[src/rtl/stack_arbiter.sv]
// stack_arbiter: shares one LIFO stack between NREQ requesters using round-robin arbitration.
// Pushes are masked while the stack is full and pops are masked while it is empty, so the
// stack's sticky overflow/underflow flags stay clear in normal operation.
//
// Ports:
//   i_clk, i_rst_n            clock (rising edge), asynchronous active-low reset
//   i_req_push, i_req_pop     per-requester level requests, held until granted
//   i_req_data                push data, requester i uses [i*WIDTH +: WIDTH]
//   o_grant                   one-hot single-cycle grant pulse
//   o_rsp_valid/_id/_data     pop response routed back to the popping requester
//   o_stk_push/_pop/_d        strobes and push data to the stack
//   i_stk_q                   stack output, valid the cycle after o_stk_pop
//   i_stk_overflow/_underflow stack sticky error flags
//   o_count, o_full, o_empty  occupancy tracking
//   o_error                   sticky, arbiter is in its error state
module stack_arbiter #(
    parameter int unsigned WIDTH = 11,
    parameter int unsigned DEPTH = 7,
    parameter int unsigned NREQ  = 4,
    parameter int unsigned IDW   = 2
) (
    input  logic                  i_clk,
    input  logic                  i_rst_n,
    input  logic [NREQ-1:0]       i_req_push,
    input  logic [NREQ-1:0]       i_req_pop,
    input  logic [NREQ*WIDTH-1:0] i_req_data,
    output logic [NREQ-1:0]       o_grant,
    output logic                  o_rsp_valid,
    output logic [IDW-1:0]        o_rsp_id,
    output logic [WIDTH-1:0]      o_rsp_data,
    output logic                  o_stk_push,
    output logic                  o_stk_pop,
    output logic [WIDTH-1:0]      o_stk_d,
    input  logic [WIDTH-1:0]      i_stk_q,
    input  logic                  i_stk_overflow,
    input  logic                  i_stk_underflow,
    output logic [DEPTH-1:0]      o_count,
    output logic                  o_full,
    output logic                  o_empty,
    output logic                  o_error
);

    typedef enum logic [1:0] {StIdle, StIssue, StResp, StError} state_e;

    state_e             r_state,    w_state_next;
    logic [IDW-1:0]     r_rr_ptr,   w_rr_ptr_next;
    logic [DEPTH-1:0]   r_count,    w_count_next;
    logic [NREQ-1:0]    r_grant,    w_grant_next;
    logic               r_stk_push, w_stk_push_next;
    logic               r_stk_pop,  w_stk_pop_next;
    logic [WIDTH-1:0]   r_stk_d,    w_stk_d_next;
    logic [IDW-1:0]     r_gnt_id,   w_gnt_id_next;

    logic               w_full;
    logic               w_empty;
    logic [NREQ-1:0]    w_push_ok;
    logic [NREQ-1:0]    w_elig;
    logic               w_found;
    logic [IDW-1:0]     w_win;

    assign w_full    = (r_count == '1);
    assign w_empty   = (r_count == '0);
    assign w_push_ok = i_req_push & {NREQ{~w_full}};
    assign w_elig    = w_push_ok | (i_req_pop & {NREQ{~w_empty}});

    // First eligible requester searching upward from r_rr_ptr with wrap.
    always_comb begin : arb
        int unsigned idx;
        w_found = 1'b0;
        w_win   = '0;
        idx     = 0;
        for (int unsigned k = 0; k < NREQ; k++) begin
            idx = (32'(r_rr_ptr) + k) % NREQ;
            if (!w_found && w_elig[IDW'(idx)]) begin
                w_found = 1'b1;
                w_win   = IDW'(idx);
            end
        end
    end

    always_comb begin
        w_state_next    = r_state;
        w_rr_ptr_next   = r_rr_ptr;
        w_count_next    = r_count;
        w_grant_next    = '0;
        w_stk_push_next = 1'b0;
        w_stk_pop_next  = 1'b0;
        w_stk_d_next    = r_stk_d;
        w_gnt_id_next   = r_gnt_id;

        if (i_stk_overflow || i_stk_underflow) begin
            w_state_next = StError;
        end else begin
            unique case (r_state)
                StIdle: begin
                    if (w_found) begin
                        w_state_next  = StIssue;
                        w_grant_next  = NREQ'(1) << w_win;
                        w_gnt_id_next = w_win;
                        w_rr_ptr_next = IDW'((32'(w_win) + 1) % NREQ);
                        // Push wins over pop for the same requester whenever it can be served.
                        if (w_push_ok[w_win]) begin
                            w_stk_push_next = 1'b1;
                            w_stk_d_next    = i_req_data[32'(w_win)*WIDTH +: WIDTH];
                        end else begin
                            w_stk_pop_next  = 1'b1;
                        end
                    end
                end
                StIssue: begin
                    if (r_stk_push) begin
                        w_count_next = r_count + 1'b1;
                        w_state_next = StIdle;
                    end else begin
                        w_count_next = r_count - 1'b1;
                        w_state_next = StResp;
                    end
                end
                StResp: begin
                    w_state_next = StIdle;
                end
                StError: begin
                    w_state_next = StError;
                end
            endcase
        end
    end

    always_ff @(posedge i_clk or negedge i_rst_n) begin
        if (!i_rst_n) begin
            r_state    <= StIdle;
            r_rr_ptr   <= '0;
            r_count    <= '0;
            r_grant    <= '0;
            r_stk_push <= 1'b0;
            r_stk_pop  <= 1'b0;
            r_stk_d    <= '0;
            r_gnt_id   <= '0;
        end else begin
            r_state    <= w_state_next;
            r_rr_ptr   <= w_rr_ptr_next;
            r_count    <= w_count_next;
            r_grant    <= w_grant_next;
            r_stk_push <= w_stk_push_next;
            r_stk_pop  <= w_stk_pop_next;
            r_stk_d    <= w_stk_d_next;
            r_gnt_id   <= w_gnt_id_next;
        end
    end

    assign o_grant     = r_grant;
    assign o_stk_push  = r_stk_push;
    assign o_stk_pop   = r_stk_pop;
    assign o_stk_d     = r_stk_d;
    assign o_count     = r_count;
    assign o_full      = w_full;
    assign o_empty     = w_empty;
    assign o_error     = (r_state == StError);

    // The stack presents popped data during the RESP cycle itself, so the response is qualified
    // by the registered state rather than captured again, keeping grant-to-response at 1 cycle.
    assign o_rsp_valid = (r_state == StResp);
    assign o_rsp_id    = o_rsp_valid ? r_gnt_id : '0;
    assign o_rsp_data  = o_rsp_valid ? i_stk_q : '0;

endmodule

[config.mk]
export PLATFORM = sky130hd
export DESIGN_NAME = stack_arbiter
export DESIGN_NICKNAME = d
export VERILOG_FILES = /design/src/rtl/stack_arbiter.sv
export SDC_FILE = /design/constraint.sdc
export NUM_CORES = 1
export LEC_CHECK = 0
export BUFFER_PORTS_ARGS = -buffer_cell sky130_fd_sc_hd__buf_2
export CORE_MARGIN = 3
export CORE_UTILIZATION = 40
export CTS_CLUSTER_SIZE = 12
export DETAILED_ROUTE_END_ITERATION = 12
export HOLD_SLACK_MARGIN = 0.08
export PLACE_DENSITY = 0.71
export SYNTH_ARGS = -nofsm -noshare
export SYNTH_HDL_FRONTEND = slang
export SYNTH_SLANG_ARGS = --single-unit
[constraint.sdc]
create_clock -name i_clk -period 3.96 [get_ports i_clk]
set_clock_uncertainty 0.1 [all_clocks]
set_input_delay 0.198 -clock i_clk [delete_from_list [all_inputs] [get_ports i_clk]]
set_output_delay 0.198 -clock i_clk [all_outputs]
set_load 0.01 [all_outputs]
# After elaboration in Yosys (flattened, before gate mapping)
# Index checks and enable logic that the tools add are counted.
# Widths: inputs -> output; s select.
dict set report totals {
  register_bits 30
  in_bits 67
  out_inout_bits 41
  word_cells 81
}
dict set report op_classes {
  addsub 6
  n_mul 1
  magnitude_cmp 5
  eq_ne 5
  shifts 2
  muxes 36
  bitwise_logic 6
  n_reduce_logical 12
}
# op count
set ops {}
lappend ops {{$shiftx 44x7->11} 1}
lappend ops {{$mux 1} 17}
lappend ops {{$mux 2} 8}
lappend ops {{$lt 2x3->1 const B} 5}
lappend ops {{$mux 4} 3}
lappend ops {{$mux 11} 1}
lappend ops {{$bmux 1 s2} 5}
lappend ops {{$and 4x4->4} 2}
lappend ops {{$pmux 2 s4} 1}
lappend ops {{$add 7x1->7 const B} 1}
lappend ops {{$eq 7x7->1 const B} 1}
lappend ops {{$logic_not 7->1} 1}
lappend ops {{$mux 7} 1}
lappend ops {{$sub 7x1->7 const B} 1}
lappend ops {{$mul 2x4->6 const B} 1}
lappend ops {{$add 2x1->2 const B} 2}
lappend ops {{$add 2x2->2 const B} 2}
lappend ops {{$eq 2x2->1 const B} 2}
lappend ops {{$or 4x4->4} 1}
lappend ops {{$reduce_and 4->1} 1}
lappend ops {{$shl 1x2->4 const A} 1}
lappend ops {{$logic_and 1x1->1} 3}
lappend ops {{$logic_not 1->1} 3}
lappend ops {{$ne 3x3->1 const B} 1}
lappend ops {{other kinds (6)} 8}

# Logic depth before layout (Yosys ltp)
dict set report depth {
  depth_word 22
  ltp_mapped 11
}

# Worst setup path after synthesis
# OpenSTA, ideal clock, no wires.
dict set report synth_timing {
  kind {reg-to-reg}
  startpoint {reg r_count[5] (netlist: o_count[5])}
  endpoint {reg r_rr_ptr[1]}
  arrival_time_ns 2.568
  slack_ns 1.164
  stages_incl_launch_ff 9
  cell_sequence {dfrtp_1 > or4_4 > o21ai_2 > nand2_1 > o2bb2ai_1 > a21oi_4 > clkbuf_1 > ha_1 > mux2_1}
}
dict set report synth_between {
  elab_chain_cells 17
  elab_cells_between_ends 31
}
# item line
set synth_lines {}
lappend synth_lines {{from (decl)} 47} ;# logic [DEPTH-1:0] r_count, w_count_next;
lappend synth_lines {{from (signal assigned)} 142} ;# r_count <= w_count_next;
lappend synth_lines {{$eq 7x7->1 / $logic_not 7->1 (equally long branches)} {61, 62}}
lappend synth_lines {{$not 1->1 (on tied branches)} {63, 64}}
lappend synth_lines {{$and 4x4->4 (on tied branches)} {63, 64}}
lappend synth_lines {{$or 4x4->4 (*)} 64} ;# assign w_elig = w_push_ok | (i_req_pop & {NREQ{~w_empty}});
lappend synth_lines {{$bmux 1 s2} 74} ;# if (!w_found && w_elig[IDW'(idx)]) begin
lappend synth_lines {{$mux 1 (not written as such)} 74}
lappend synth_lines {{$mux 1} 74}
lappend synth_lines {{$logic_not 1->1} 74}
lappend synth_lines {{[... 2 more ...]} -}
lappend synth_lines {{$logic_not 1->1} 74}
lappend synth_lines {{$logic_and 1x1->1} 74}
lappend synth_lines {{$mux 1} 74}
lappend synth_lines {{$logic_not 1->1} 74}
lappend synth_lines {{$logic_and 1x1->1} 74}
lappend synth_lines {{$mux 2 (*)} 74}
lappend synth_lines {{named net w_win[0]} 59} ;# logic [IDW-1:0] w_win;
lappend synth_lines {{$add 2x1->2 (*)} 100} ;# w_rr_ptr_next = IDW'((32'(w_win) + 1) % NREQ);
lappend synth_lines {{to (signal assigned)} 141} ;# r_rr_ptr <= w_rr_ptr_next;
lappend synth_lines {{to (decl)} 46} ;# logic [IDW-1:0] r_rr_ptr, w_rr_ptr_next;
# Mark *: on every way through the listed nets, which the timed path passes. The rest lies on a longest branch. The select of a mux whose other input is x is not followed.
# A chain may end at the register's enable or synchronous reset.

# Final worst setup path
dict set report layout_timing {
  startpoint {reg r_count[5] (netlist: o_count[5])}
  endpoint {reg r_stk_d[3] (netlist: o_stk_d[3])}
}
dict set report layout_between {
  elab_chain_cells 19
  elab_cells_between_ends 34
}
# item line
set layout_lines {}
lappend layout_lines {{parallel branches: the longest is 19 deep, another holds $eq 7x7->1} -}
lappend layout_lines {{to (signal assigned)} 146} ;# r_stk_d <= w_stk_d_next;
lappend layout_lines {{to (decl)} 51} ;# logic [WIDTH-1:0] r_stk_d, w_stk_d_next;
# Several ways; the timed one is not identified. The select of a mux whose other input is x is not followed.

==> metrics <==
DP Area 0.00273 mm2; initial core utilization 41.8%; Final Total Pwr 702 uW; Die ar. 0.00632 mm2; H-tree depth 2; Peak Freq 305 MHz; Syn Nets 316; Leak Pwr 1.60 nW; Post-DP HPWL 4290 um; iteration count of the initial detailed-routing pass 4; share of the synthesized area in the top cell type 34.8%; part of the cycle the worst path needs 82.7%; worst reg2reg path depth 10; Sink Count 30; Crit Path Max Fanout 28; port bufs 107; Cells after Synth 235; CTS tree done; type of origin of the critical path flop; global route overflow 0; CP cell instances or4_4, o21ai_2, nand2_1, o2bb2ai_1, a21oi_4, inv_1, nand3_1, o21ai_2, buf_4, mux2_1; asr flop ratio synth 100%; final worst slack 683 ps; Layout area overhead 32.0%; Crit path buffers/inverters 2; cell class contributing the biggest share of worst-path delay compound AO/OA/AOI/OAI gates; global router's overall resource usage 17.7%; post-synthesis sequential area ratio 34.8%; fin area 0.00285 mm2; Clock transition at path regs 70 ps; fill count 485; synth unique cells 51; initial antenna violation count 0; crit path kind reg2reg; Util after Layout 55.1%; die height 79.5 um; Slew @ Worst Pin 703 ps; CP Capture Type flop; Worst Path Required 4020 ps; Setup TNS Final 0 ps; P per Cell Area 246 mW/mm2; Post-Syn Area 0.00216 mm2; Post-route DRC 0; DRT iter0 DRCs 97; Final Critical Period 3280 ps; Synth top cells by count nand2_1, dfrtp_1, a21oi_1, and2_1, ha_1; Crit. path cell count 10; relative slew slack 52.9%; antenna violation net count after detailed routing 0; Final Hold Viols 0; Worst path slowest cell or4_4; EDFF count, synth 0; hold crit path type in2reg; WL/cell 13.4 um; Pins Over Slew Limit 0; # rows 26; Worst Path Arrival 3340 ps; global-route wire length before repair 8880 um; die width 79.5 um; YS warnings 0; Max-Cap Viols 0; vias in the first global route 1,863; Synth Register Bits 30; syn_area_per_cell 9.19 um2; Routed Wire Length 5500 um; number of diodes 0; beginning of the critical path o_count[5]$_DFFE_PN0P_; RSZ-0062 raised after global routing false; root buffer cell clkbuf_8; worst r2r dst o_stk_d[3]$_DFFE_PN0P_; largest cells by area after synthesis dfrtp_1, nand2_1, ha_1; Place WS 701 ps; via count 2,045; Worst setup endpoint o_stk_d[3]$_DFFE_PN0P_; Yosys top cell by area dfrtp_1; CP most frequent cell o21ai_2; setup violators final 0; Critical R2R Launch o_count[5]$_DFFE_PN0P_; Routability Congestion 0.895; count leader, synth nand2_1; Core Region 0.00517 mm2; share of layout cells above drive strength 1 41.5%; postcts setup bufs 0; Clk Latency, worst-skew pair 280 ps; largest net degree at the start of global routing 31; TritonCTS buffer count 5; Main synth FF type dfrtp_1; Vias/cell 4.99; status finished clean; num ports 108; register-to-register setup slack 680 ps; fin nets 420; CTS Buffer Depth 2; max incr delay on CP 580 ps; Max IR drop VDD 115 uV
[cells by family after synthesis]
kind of cell	after synthesis	synth area share, %
AND/OR/NAND/NOR	84	18.7
AO/OA/AOI/OAI	64	21.4
flip-flops	30	34.8
buffers and inverters	21	4.46
multiplexers	15	9.39
adder cells (fa/ha/maj)	14	8.46
XOR/XNOR	7	2.84
[final cells by class]
cell class                      instances  area, um2  share of cell area [%]
Inverter                                8       30.0                    1.05
Clock inverter                          3       40.0                    1.40
Tap cell                               70       87.6                    3.07
Timing Repair Buffer                  110        561                    19.7
Multi-Input combinational cell        184       1310                    46.0
Sequential cell                        30        751                    26.3
Clock buffer                            5       68.8                    2.41
[per-stage QoR]
stage | hold WS, ps | cells
floorplan | -198 | 235
global placement | 178 | 401
detailed placement | 180 | 401
CTS | 90.8 | 410
global route | 119 | 410
finish | 89.3 | 410
[routing by layer]
layer | vias up | GRT usage (%) | wire length (um)
met4 | 0 | 4.12 | 38
met5 | - | 0 | 0
met2 | 65 | 28.2 | 2750
met3 | 4 | 4.29 | 324
li1 | 1038 | - | -
met1 | 938 | 24.0 | 2390
[sequential cells by signal (all words and copies together), names as in the netlist]
name	count
o_stk_d	11
o_count	7
o_grant	4
r_gnt_id	2
r_rr_ptr	2
r_state	2
o_stk_pop	1
o_stk_push	1
[power breakdown]
group / internal, mW / switching [mW]
combinational: 0.0437 / 0.0519
sequential: 0.306 / 0
clock: 0.185 / 0.115
[cells in the final DEF (no fill, tap or decap), drive strengths merged, types with 2 or more instances in the layout]
cell	Yosys	routed
mux2	15	15
nand3	3	3
and3	2	2
clkbuf	6	5
nand2	46	46
nor2	7	7
a21boi	3	3
buf	7	109
o21ai	14	14
xnor2	5	5
and2	18	18
ha	13	13
o21bai	2	2
dfrtp	30	30
a32oi	11	11
inv	8	8
a21oi	19	19
nand4	2	2
clkinv	0	2
a21o	3	3
nor4	2	2
xor2	2	2
[worst min-delay path: cells and delay by family]
family	cells	cell delay, ps
buffers and inverters	1	70
and+or+nand+nor	1	60
AOI/OAI and AO/OA	1	90
[how the worst min path moves through the flow]
stage	start	endpoint	slack (ps)	cells past startpoint
final	i_stk_overflow	r_state[0]$_DFFE_PN0P_	90	3
after global routing	i_stk_overflow	r_state[0]$_DFFE_PN0P_	120	3
after CTS	i_stk_overflow	r_state[0]$_DFFE_PN0P_	90	3
after detailed placement	i_rst_n	o_stk_d[0]$_DFFE_PN0P_	180	1
after global placement	i_rst_n	o_stk_d[0]$_DFFE_PN0P_	180	1
after floorplan	i_rst_n	o_count[0]$_DFFE_PN0P_	-200	0
[repair_timing]
action,in CTS,in global routing
setup endpoints to repair,0,0
hold endpoints to repair,30,0
resized for setup,0,0
hold buffers,1,0
Power figures use the tool's default switching activity.
